===== config.mk =====
export PLATFORM = sky130hd
export DESIGN_NAME = compressor_mult_sequencer
export DESIGN_NICKNAME = d
export VERILOG_FILES = /design/src/rtl/compressor_mult_sequencer.sv
export SDC_FILE = /design/constraint.sdc
export NUM_CORES = 1
export LEC_CHECK = 0
export ABC_AREA = 1
export BUFFER_PORTS_ARGS = -buffer_cell sky130_fd_sc_hd__buf_4
export CORE_UTILIZATION = 44
export DETAILED_ROUTE_END_ITERATION = 10
export PLACE_DENSITY = 0.67
export SYNTH_ARGS = -nofsm -noshare
export SYNTH_HDL_FRONTEND = slang
export SYNTH_SLANG_ARGS = --single-unit

===== constraint.sdc =====
create_clock -name clk -period 6.75 [get_ports clk]
set_input_delay 0.3375 -clock clk [delete_from_list [all_inputs] [get_ports clk]]
set_output_delay 0.3375 -clock clk [all_outputs]
set_load 0.02 [all_outputs]

===== src/rtl/compressor_mult_sequencer.sv =====
// Iterative unsigned multiplier: one shared row of 4:2 compressors folds two
// partial products per cycle into a carry-save pair, then one carry-propagate
// add resolves the product. Handshake is start/busy/done.
module compressor_mult_sequencer #(
  parameter int unsigned WIDTH = 8
) (
  input  logic                 clk,
  input  logic                 rst,
  input  logic                 start,
  input  logic [WIDTH-1:0]     a,
  input  logic [WIDTH-1:0]     b,
  output logic                 busy,
  output logic                 done,
  output logic [2*WIDTH-1:0]   product
);

  localparam int unsigned PW     = 2 * WIDTH;
  localparam int unsigned STEPS  = WIDTH / 2;
  localparam int unsigned STEP_W = (STEPS > 1) ? $clog2(STEPS) : 1;

  typedef enum logic [1:0] {
    IDLE     = 2'd0,
    COMPRESS = 2'd1,
    RESOLVE  = 2'd2
  } state_e;

  state_e              state_q;
  logic [WIDTH-1:0]    a_q;
  logic [WIDTH-1:0]    b_q;
  logic [PW-1:0]       s_q;
  logic [PW-1:0]       c_q;
  logic [STEP_W-1:0]   step_q;
  logic                busy_q;
  logic                done_q;
  logic [PW-1:0]       product_q;

  logic [STEP_W:0]     idx0;
  logic [STEP_W:0]     idx1;
  logic [PW-1:0]       pp0;
  logic [PW-1:0]       pp1;
  logic [PW-1:0]       s_d;
  logic [PW-1:0]       carry;
  logic [PW-1:0]       c_d;

  // Partial products for the current step: multiplier bits 2j and 2j+1.
  always_comb begin
    idx0 = {step_q, 1'b0};
    idx1 = {step_q, 1'b1};
    pp0  = b_q[idx0] ? (PW'(a_q) << idx0) : '0;
    pp1  = b_q[idx1] ? (PW'(a_q) << idx1) : '0;
  end

  // Compressor row: each 4:2 cell passes its inner carry to the next bit.
  always_comb begin
    logic t;
    logic cin_v;
    logic x1, x2, x3, x4;
    s_d   = '0;
    carry = '0;
    cin_v = 1'b0;
    for (int i = 0; i < PW; i++) begin
      x1       = s_q[i];
      x2       = c_q[i];
      x3       = pp0[i];
      x4       = pp1[i];
      t        = x1 ^ x2 ^ x3;
      s_d[i]   = t ^ x4 ^ cin_v;
      carry[i] = (t & x4) | (t & cin_v) | (x4 & cin_v);
      cin_v    = (x1 & x2) | (x1 & x3) | (x2 & x3);
    end
    c_d = carry << 1;
  end

  // Sequencer: latches operands, steps the compressor row, resolves the sum.
  always_ff @(posedge clk or posedge rst) begin
    if (rst) begin
      state_q   <= IDLE;
      a_q       <= '0;
      b_q       <= '0;
      s_q       <= '0;
      c_q       <= '0;
      step_q    <= '0;
      busy_q    <= 1'b0;
      done_q    <= 1'b0;
      product_q <= '0;
    end else begin
      done_q <= 1'b0;
      case (state_q)
        IDLE: begin
          if (start) begin
            a_q     <= a;
            b_q     <= b;
            s_q     <= '0;
            c_q     <= '0;
            step_q  <= '0;
            busy_q  <= 1'b1;
            state_q <= COMPRESS;
          end
        end
        COMPRESS: begin
          s_q    <= s_d;
          c_q    <= c_d;
          step_q <= step_q + STEP_W'(1);
          if (step_q == STEP_W'(STEPS - 1)) begin
            state_q <= RESOLVE;
          end
        end
        RESOLVE: begin
          product_q <= s_q + c_q;
          done_q    <= 1'b1;
          busy_q    <= 1'b0;
          state_q   <= IDLE;
        end
        default: begin
          state_q <= IDLE;
          busy_q  <= 1'b0;
        end
      endcase
    end
  end

  assign busy    = busy_q;
  assign done    = done_q;
  assign product = product_q;

endmodule


Word level (Yosys, flattened, before mapping). Index checks and enable logic that the tools add are counted.

Register bits after elaboration: 70. Bits of input ports: 19. Output and inout port bits: 18. Word-level logic and storage cells: 253.

Add/subtract/negate cells: 2. $lt $le $gt $ge: 2. Equality and inequality tests: 5. Shift-type cells: 2. Multiplexer cells: 17. Bitwise operators: 210. Reduce and logical (&&, ||, !) cells: 6.

Operator list (count): $and 1x1->1 (88); $pmux 16 s2 (2); $xor 1x1->1 (63); $or 1x1->1 (58); $mux 16 (3); $shl 8x3->16 (2); $add 16x16->16 (1); $lt 3x4->1 const B (2); $pmux 2 s2 (2); $reduce_and 2->1 (4); $mux 2 (3); $bmux 1 s2 (2); $eq 2x2->1 const B (2); $mux 1 (4); $ne 2x2->1 const B (2); $add 2x1->2 const B (1); $eq 2x1->1 const B (1); $logic_not 2->1 (1); $pmux 1 s2 (1); $reduce_bool 2->1 (1); $not 1->1 (1).

Logic depth before layout (Yosys ltp). Gate-level depths: netlist (run 1).

Word-level depth: 10. Mapped depth: 11. Depth with buffers taken out: 11.

Worst setup path before layout (run 1). OpenSTA, ideal clock, no wires.

Path kind: register -> register. From: reg step_q[0]. To: reg s_q[4]. Library setup time: 0.132 ns. Arrival: 2.178 ns. Required time: 6.618 ns. Slack: 4.440 ns. Stages on the path, launching flop included: 10. Path buffers: 1. Clock period less this slack: 2.310 ns. Path through: dfrtp_1 > buf_6 > mux2i_1 > inv_1 > o21ai_0 > nor2_1 > fa_1 > inv_1 > fa_1 > o21ai_0.

Longest elaborated chain between the ends: 8. Elaborated cells on any way between the ends: 16. Classes of those cells: 2 x shift; 7 x mux; 7 x bitwise.

RTL lines: start, declared (RTL line 32) `logic [STEP_W-1:0] step_q;`; start signal, assigned (RTL line 103) `step_q <= step_q + STEP_W'(1);`; $bmux 1 s2 (RTL line 49) `pp0 = b_q[idx0] ? (PW'(a_q) << idx0) : '0;`; $mux 1 (implied by the code) (RTL line 49); $mux 16 (RTL line 49); $and 1x1->1 (RTL line 69) `cin_v = (x1 & x2) | (x1 & x3) | (x2 & x3);`; $or 1x1->1 (2 in series) (RTL line 69); $xor 1x1->1 * (RTL line 67) `s_d[i] = t ^ x4 ^ cin_v;`; $pmux 16 s2 * (RTL line 88) `case (state_q)`; end signal, assigned (RTL line 80) `s_q <= '0;`; end signal, assigned (RTL line 93) `s_q <= '0;`; end signal, assigned (RTL line 101) `s_q <= s_d;`; end, declared (RTL line 30) `logic [PW-1:0] s_q;`.

Mark *: on every way between the ends. The rest lies on a longest branch, timed or not. The select of a mux whose other input is x is not followed. A chain may end at the register's enable or synchronous reset.

Worst setup path in the final report (run 1).
From: reg step_q[1]. To: reg s_q[13].

The elaborated chain is that of the path after synthesis.

==> results of run 1 <==
power groups by stage:
stage | logic, uW | registers, uW | clock network, uW
finish | 1230 | 741 | 305
global route | 1450 | 767 | 328
CTS | 1250 | 740 | 311
detailed placement | 1240 | 746 | 0
global placement | 1190 | 740 | 0
floorplan | 913 | 758 | 0
placed cells by master (no fill, tap or decap):
| cell type | synthesis | routed |
|---|---|---|
| clkbuf_8 | 0 | 11 |
| nand3_1 | 18 | 18 |
| inv_2 | 6 | 7 |
| nor3_1 | 5 | 5 |
| o21ai_2 | 3 | 3 |
| nor2_1 | 23 | 23 |
| xnor2_1 | 4 | 4 |
| o21ai_0 | 45 | 45 |
| o22ai_2 | 1 | 1 |
| clkbuf_1 | 4 | 2 |
| o22ai_1 | 3 | 3 |
| fa_1 | 27 | 27 |
| nor4_1 | 3 | 3 |
| or3_1 | 1 | 1 |
| xor2_1 | 3 | 3 |
| nand2_2 | 1 | 1 |
| ha_1 | 16 | 16 |
| dfrtp_1 | 68 | 68 |
| nor2_2 | 1 | 1 |
| nand2_1 | 182 | 182 |
| inv_1 | 82 | 81 |
| nand3b_1 | 2 | 2 |
| clkinv_2 | 0 | 2 |
| mux2i_1 | 2 | 2 |
| buf_4 | 5 | 37 |
| nand4_1 | 7 | 7 |
| a21oi_1 | 7 | 7 |
| o21ai_1 | 10 | 10 |
| or2_0 | 1 | 1 |
| nor2_4 | 2 | 2 |
worst max-delay path by stage:
stage	slack (ns)	startpoint	endpoint	cells after the start
3_5_place_dp	3.72	step_q[1]	s_q[13]	8
6_report	3.67	step_q[1]	s_q[13]	8
3_3_place_gp	3.81	step_q[1]	s_q[13]	8
4_1_cts	3.70	step_q[1]	s_q[13]	8
2_1_floorplan	4.44	step_q[0]	s_q[4]	9
5_1_grt	3.43	step_q[1]	s_q[13]	8
cell type report:
type,instances,area (um^2),share of cell area [%]
multi-input combinational,367,2200,45.4
sequential,68,1700,35.2
inverter,88,330,6.83
timing repair buffer,37,278,5.74
tap,129,161,3.34
clock buffer,13,159,3.28
clock inverter,2,10.0,0.207
logic make-up (layout without fill, tap and decap cells):
family,Yosys count,count (layout),synth area share (%)
muxes,2,2,0.462
adders and majority gates,43,43,17.1
and+or+nand+nor,246,246,23.3
DFF,68,68,39.2
AOI/OAI and AO/OA,69,69,8.48
buffers and inverters,105,140,10.0
xor gates and xnor gates,7,7,1.41
metrics by stage:
stage / total power [uW] / utilization (%)
after floorplan: 1670 / -
after global placement: 1930 / 49.8
after detailed placement: 1980 / 49.8
after CTS: 2300 / 51.6
after global routing: 2540 / 51.6
final: 2280 / 51.6
flip-flops by register name, summed over array words and instances, names as in the netlist:
| name | flops |
|---|---|
| c_q | 14 |
| product | 16 |
| done | 1 |
| a_q | 8 |
| step_q | 2 |
| busy | 1 |
| b_q | 8 |
| s_q | 16 |
| state_q | 2 |
worst max-delay path: stages (launching register included):
cell and delay [ns]:
dfrtp_1 0.57, inv_1 0.37, nand3_1 0.20, nand2_1 0.28
nor4_1 0.46, fa_1 0.49, inv_1 0.09, fa_1 0.38
o21ai_0 0.16
metal layers:
metal,track usage [%],wire length (um),up-vias
met3,3.59,293,17
met1,28.6,4550,1615
met4,6.35,196,0
li1,-,-,1742
met5,0,0,-
met2,31.1,3940,60
==> impl_metrics.toml, run 1 <==
[yosys]
yosys.area.top_type = "dfrtp_1"
synth_area_leaders = "dfrtp_1 (39%), nand2_1 (16%), fa_1 (12%), inv_1 (7.1%), o21ai_0 (5.2%)"
synthFlopType = "dfrtp_1"
ys_async_sr_fraction_pct = 100
synth_seq_area_share_pct = 39.2
synth.most_common_cell = "nand2_1"
synthCells = 540
ys_ff_latch = 68
syn_area_per_cell_um2 = 8.03
synth_edf_count = 0
synth_common_cells = "nand2_1 (182), inv_1 (82), dfrtp_1 (68)"
syn_area_um2 = 4340
synth_cell_types = 30
synth.top_cell.area_share_pct = 39.2
synth_nets = 602
synth-warning-count = 0

[global_route]
grt_pass1_wl_mm = 15.9
grt.total_usage_pct = 20.0
grt-ovfl-total = 0
grt_start_max_net_pins = 69
grt_pass1_vias = 3294
antenna_found_initial = 0

[timing]
tightest_slew_ns = 0.862
setup_slack_ns = 3.67
period_needed_ns = 3.08
finalCritPeriodShare_pct = 45.6
final.setup.tns_ns = 0
slew_viol_final = 0
fin_skew_ns = 0.00667
max_clock_freq_mhz = 325
hold_violations = 0
hold-worst-slack_ns = 0.187
slew_headroom_pct = 42.6
grt_setup_unrepaired = "false"
finalSetupViolCount = 0

[place]
dp_slack_ns = 3.72
portBuffers = 36
gp_congestion = 0.876
placed_area_um2 = 4670
hpwlAfterDp_mm = 6.72
placedCellCount = 689

[clock_network]
cts_tree = "built"
cts_resized = 0
cts_max_level = 3
clockBufferDepth = 2
cts_hold_buf = 0
cts.sinks = 68
cts_root_buffer = "clkbuf_8"
clock_latency_ns = 0.34
cts_buffers = 9
post_cts_buffers = 0
path_clk_slew_ns = 0.07

[finish]
final_layout_size_suffix_gt1_share_pct = 11.3
finalInstanceArea_um2 = 4840
syn_to_final_growth_pct = 11.6
nets = 633
antenna_cells = 0
stdcell_count = 704
n_fill_cell = 944

[power]
p_seq_share_pct = 32.5
switchingPower_uw = 1100
switching_share_pct = 48.2
pwr-share-clk_pct = 13.4
internal-power_uw = 1180
powerDensity_nw_per_um2 = 470
power_frac_comb_pct = 54.0
peakVddDrop_mv = 0.182
p_leak_uw = 0.00248

[worst_setup_path]
path_class = "flip-flop to flip-flop"
rr_worst_depth = 8
reg2reg_from = "step_q[1]"
start_kind = "flip-flop"
worstPathRequired_ns = 7.01
worstPathArrival_ns = 3.34
crit_fanout = 21
end_kind = "flip-flop"
reg2reg_to = "s_q[13]"
ff2ff_setup_slack_ns = 3.67

[hold_path]
holdPathEnd = "a_q[3]"
hold_path_class = "input pin to flip-flop"
min_from = "a[3]"
holdPathStages = 3

[drt]
drt-initial-drc-count = 119
ant_nets = 0
drtPass1Iterations = 4
via_per_inst = 4.88
drc = 0
vias = 3434
wire_per_inst_um = 12.7
wirelength_mm = 8.97

[job]
drv_cap = 0

[floorplan]
floorplan.io_pins = 37
core_area_um2 = 9370
die_y_um = 101
fp.dieArea_um2 = 10300
rows = 35
die_w_um = 101
initial_core_util_pct = 46.3

[run_status]
status = "complete, no violations"
Power figures use the tool's default switching activity.
==> inputs of run 2 (changes only) <==
--- a/config.mk
+++ b/config.mk
@@ -5,7 +5,7 @@
 export SDC_FILE = /design/constraint.sdc
 export NUM_CORES = 1
 export LEC_CHECK = 0
-export ABC_AREA = 1
+export ABC_AREA = 0
 export BUFFER_PORTS_ARGS = -buffer_cell sky130_fd_sc_hd__buf_4
 export CORE_UTILIZATION = 44
 export DETAILED_ROUTE_END_ITERATION = 10
==> constraint.sdc (replaced) <==
create_clock -name clk -period 3.15 [get_ports clk]
set_input_delay 0.1575 -clock clk [delete_from_list [all_inputs] [get_ports clk]]
set_output_delay 0.1575 -clock clk [all_outputs]
set_load 0.02 [all_outputs]
==> run 2 against run 1 <==
Non-clock buffer count is 7 higher. Synthesized area is 4.0% lower. Clock-buffer cell count stayed put. Hold slack worse by 0.15 ns. Utilization hardly changed. Die area is 4.0% lower. Critical path depth stayed put. Setup slack worse by 3.2 ns. First-iteration DRC count is 4.2% higher. Global-route usage is 0.18 points lower. Clock skew hardly changed. Fmax is 15% higher. Critical endpoint is now s_q[10]. Largest cell class unchanged.
==> impl_metrics.toml, run 2 <==
[run_status]
status = "complete, no violations"

[yosys]
synthFlopType = "dfrtp_1"
syn_area_per_cell_um2 = 10.1
synthSimpleGateAreaFrac_pct = 15.4
synthXorXnorAreaFrac_pct = 1.26
synth_cell_types = 53
synthCells = 413
synth_common_cells = "nand2_1 (70), dfrtp_1 (68), o21ai_0 (42)"
synth_edf_count = 0
syn_area_um2 = 4160
synth.mux.area_fraction_pct = 7.43
synth_seq_area_share_pct = 40.9
ys_async_sr_fraction_pct = 100
synth_area_leaders = "dfrtp_1 (41%), fa_1 (13%), nand2_1 (6.3%), mux2_2 (5.7%), o21ai_0 (5.1%)"
yosys.area.top_type = "dfrtp_1"
synth.top_cell.area_share_pct = 40.9
synth_fa_ha_area_share_pct = 17.8
synth.most_common_cell = "nand2_1"
synth_top_family_by_area = "adder cells"
synth-warning-count = 0
synth_compound_area_share_pct = 12.6
ys_ff_latch = 68
synth_nets = 475

[finish]
final_cell_mix = "nand2_1 (70), dfrtp_1 (68), o21ai_0 (42), buf_4 (42), inv_1 (32)"
final_common_cell = "nand2_1"
nets = 514
syn_to_final_growth_pct = 14.2
antenna_cells = 0
stdcell_count = 567
final_layout_size_suffix_gt1_share_pct = 19.5

[worst_setup_path]
path_class = "flip-flop to flip-flop"
ff2ff_setup_slack_ns = 0.48
crit_path_end = "s_q[10]"
end_kind = "flip-flop"
worstPathRequired_ns = 3.34
worstPathArrival_ns = 2.86
startpoint = "step_q[1]"
reg2reg_from = "step_q[1]"
crit_fanout = 14
start_kind = "flip-flop"
rr_worst_depth = 8
reg2reg_to = "s_q[10]"

[drt]
drt-initial-drc-count = 124
via_per_inst = 5.27
drtPass1Iterations = 4
vias = 2989
ant_nets = 0
wirelength_mm = 8.48
wire_per_inst_um = 15.0
drc = 0

[power]
pwr-share-clk_pct = 13.3
p_seq_share_pct = 33.1
power_frac_comb_pct = 53.5
p_leak_uw = 0.00216
powerDensity_nw_per_um2 = 1020
internal-power_uw = 2670
switchingPower_uw = 2170
peakVddDrop_mv = 0.498
switching_share_pct = 44.8

[timing]
finalCritPeriodShare_pct = 84.7
finalSetupViolCount = 0
hold-worst-slack_ns = 0.0364
period_needed_ns = 2.67
tightest_slew_ns = 0.847
hold_violations = 0
max_clock_freq_mhz = 375
grt_setup_unrepaired = "false"
slew_headroom_pct = 43.4
fin_skew_ns = 0.00689
slew_viol_final = 0
final.setup.tns_ns = 0

[job]
drv_cap = 0

[global_route]
antenna_found_initial = 0
grt_pass1_wl_mm = 15.2
grt_start_max_net_pins = 37
grt_pass1_vias = 3040
grt-ovfl-total = 0
grt.total_usage_pct = 19.9

[hold_path]
hold_path_class = "input pin to flip-flop"

[floorplan]
die_w_um = 99.3
rows = 35
die_y_um = 99.3
core_area_um2 = 9200
floorplan.io_pins = 37
fp.dieArea_um2 = 9850
initial_core_util_pct = 45.3

[clock_network]
cts.sinks = 68
cts_tree = "built"
cts_root_buffer = "clkbuf_8"
cts_max_level = 3
cts_buffers = 9
clock_latency_ns = 0.35
path_clk_slew_ns = 0.07
clockBufferDepth = 2
post_cts_buffers = 0

[place]
gp_congestion = 0.821
portBuffers = 36
placedCellCount = 551
hpwlAfterDp_mm = 6.44
-- run 2: cell count changes after synthesis, moves of 6 or more --
cell and change:
clkbuf_1 +7, nand3_1 -11, nor2_1 -9, inv_1 -49, o21ai_1 -7, mux2_2 +21
nand2_1 -112, nor2b_1 +6, a21o_1 +6
-- run 2: critical path: stages (launching register included) --
cell and delay (ns):
dfrtp_1 0.60, mux2_2 0.39, o21ai_1 0.11, buf_4 0.18
nor2_1 0.07, fa_1 0.48, inv_1 0.06, fa_1 0.54
o21ai_0 0.09
-- run 2: power groups by stage --
stage | clock network, uW | registers [uW] | logic [uW]
finish | 644 | 1600 | 2590
floorplan | 0 | 1620 | 1850
global route | 704 | 1670 | 3010
global placement | 0 | 1600 | 2500
detailed placement | 0 | 1620 | 2590
CTS | 667 | 1600 | 2620
-- run 2: cells by family (layout without fill, tap and decap cells) --
logic type / Yosys count / count (layout)
compound gates: 85 / 85
simple gates: 134 / 134
mux: 27 / 27
flops: 68 / 68
xor+xnor: 6 / 6
buf+inv: 50 / 93
fa+ha+maj: 43 / 43
-- run 2: repair_timing --
item / in CTS / in global routing
hold buffers: 1 / 0
gates resized for setup: 0 / 0
endpoints found under the hold margin: 35 / 0
-- run 2: layout make-up --
class / count / area, um^2
Clock buffer: 13 / 159
Tap cell: 111 / 139
Timing Repair Buffer: 44 / 345
Inverter: 34 / 128
Fill cell: 860 / 4440
Clock inverter: 2 / 10.0
Sequential cell: 68 / 1700
Multi-Input combinational cell: 295 / 2270
-- run 2: metal layers --
metal  up-vias  share of wire [%]  wire length [um]  track usage (%)
met5         -                  0                 0                0
met1      1442                 49              4150             27.4
met3         9                4.0               340             5.06
met2        55                 46              3890             30.9
li1       1483                  -                 -                -
met4         0                1.3               108             6.22
-- run 2: through the flow --
stage / worst slack (ns) / area [um^2] / utilization [%] / power, uW
after floorplan: 0.630 / 4160 / - / 3470
final: 0.482 / 4750 / 51.7 / 4830
after CTS: 0.476 / 4750 / 51.7 / 4890
after detailed placement: 0.498 / 4570 / 49.7 / 4210
after global routing: 0.288 / 4750 / 51.7 / 5380
after global placement: 0.541 / 4570 / 49.7 / 4100
-- run 2: worst min path at each step --
stage	from	endpoint	slack [ns]	depth (start not counted)
3_3_place_gp	rst	product[4]	0.36	2
3_5_place_dp	rst	product[4]	0.37	2
5_1_grt	b[3]	b_q[3]	0.02	2
2_1_floorplan	a[0]	a_q[0]	0.31	1
4_1_cts	b[3]	b_q[3]	0.02	2
6_report	a[1]	a_q[1]	0.04	2
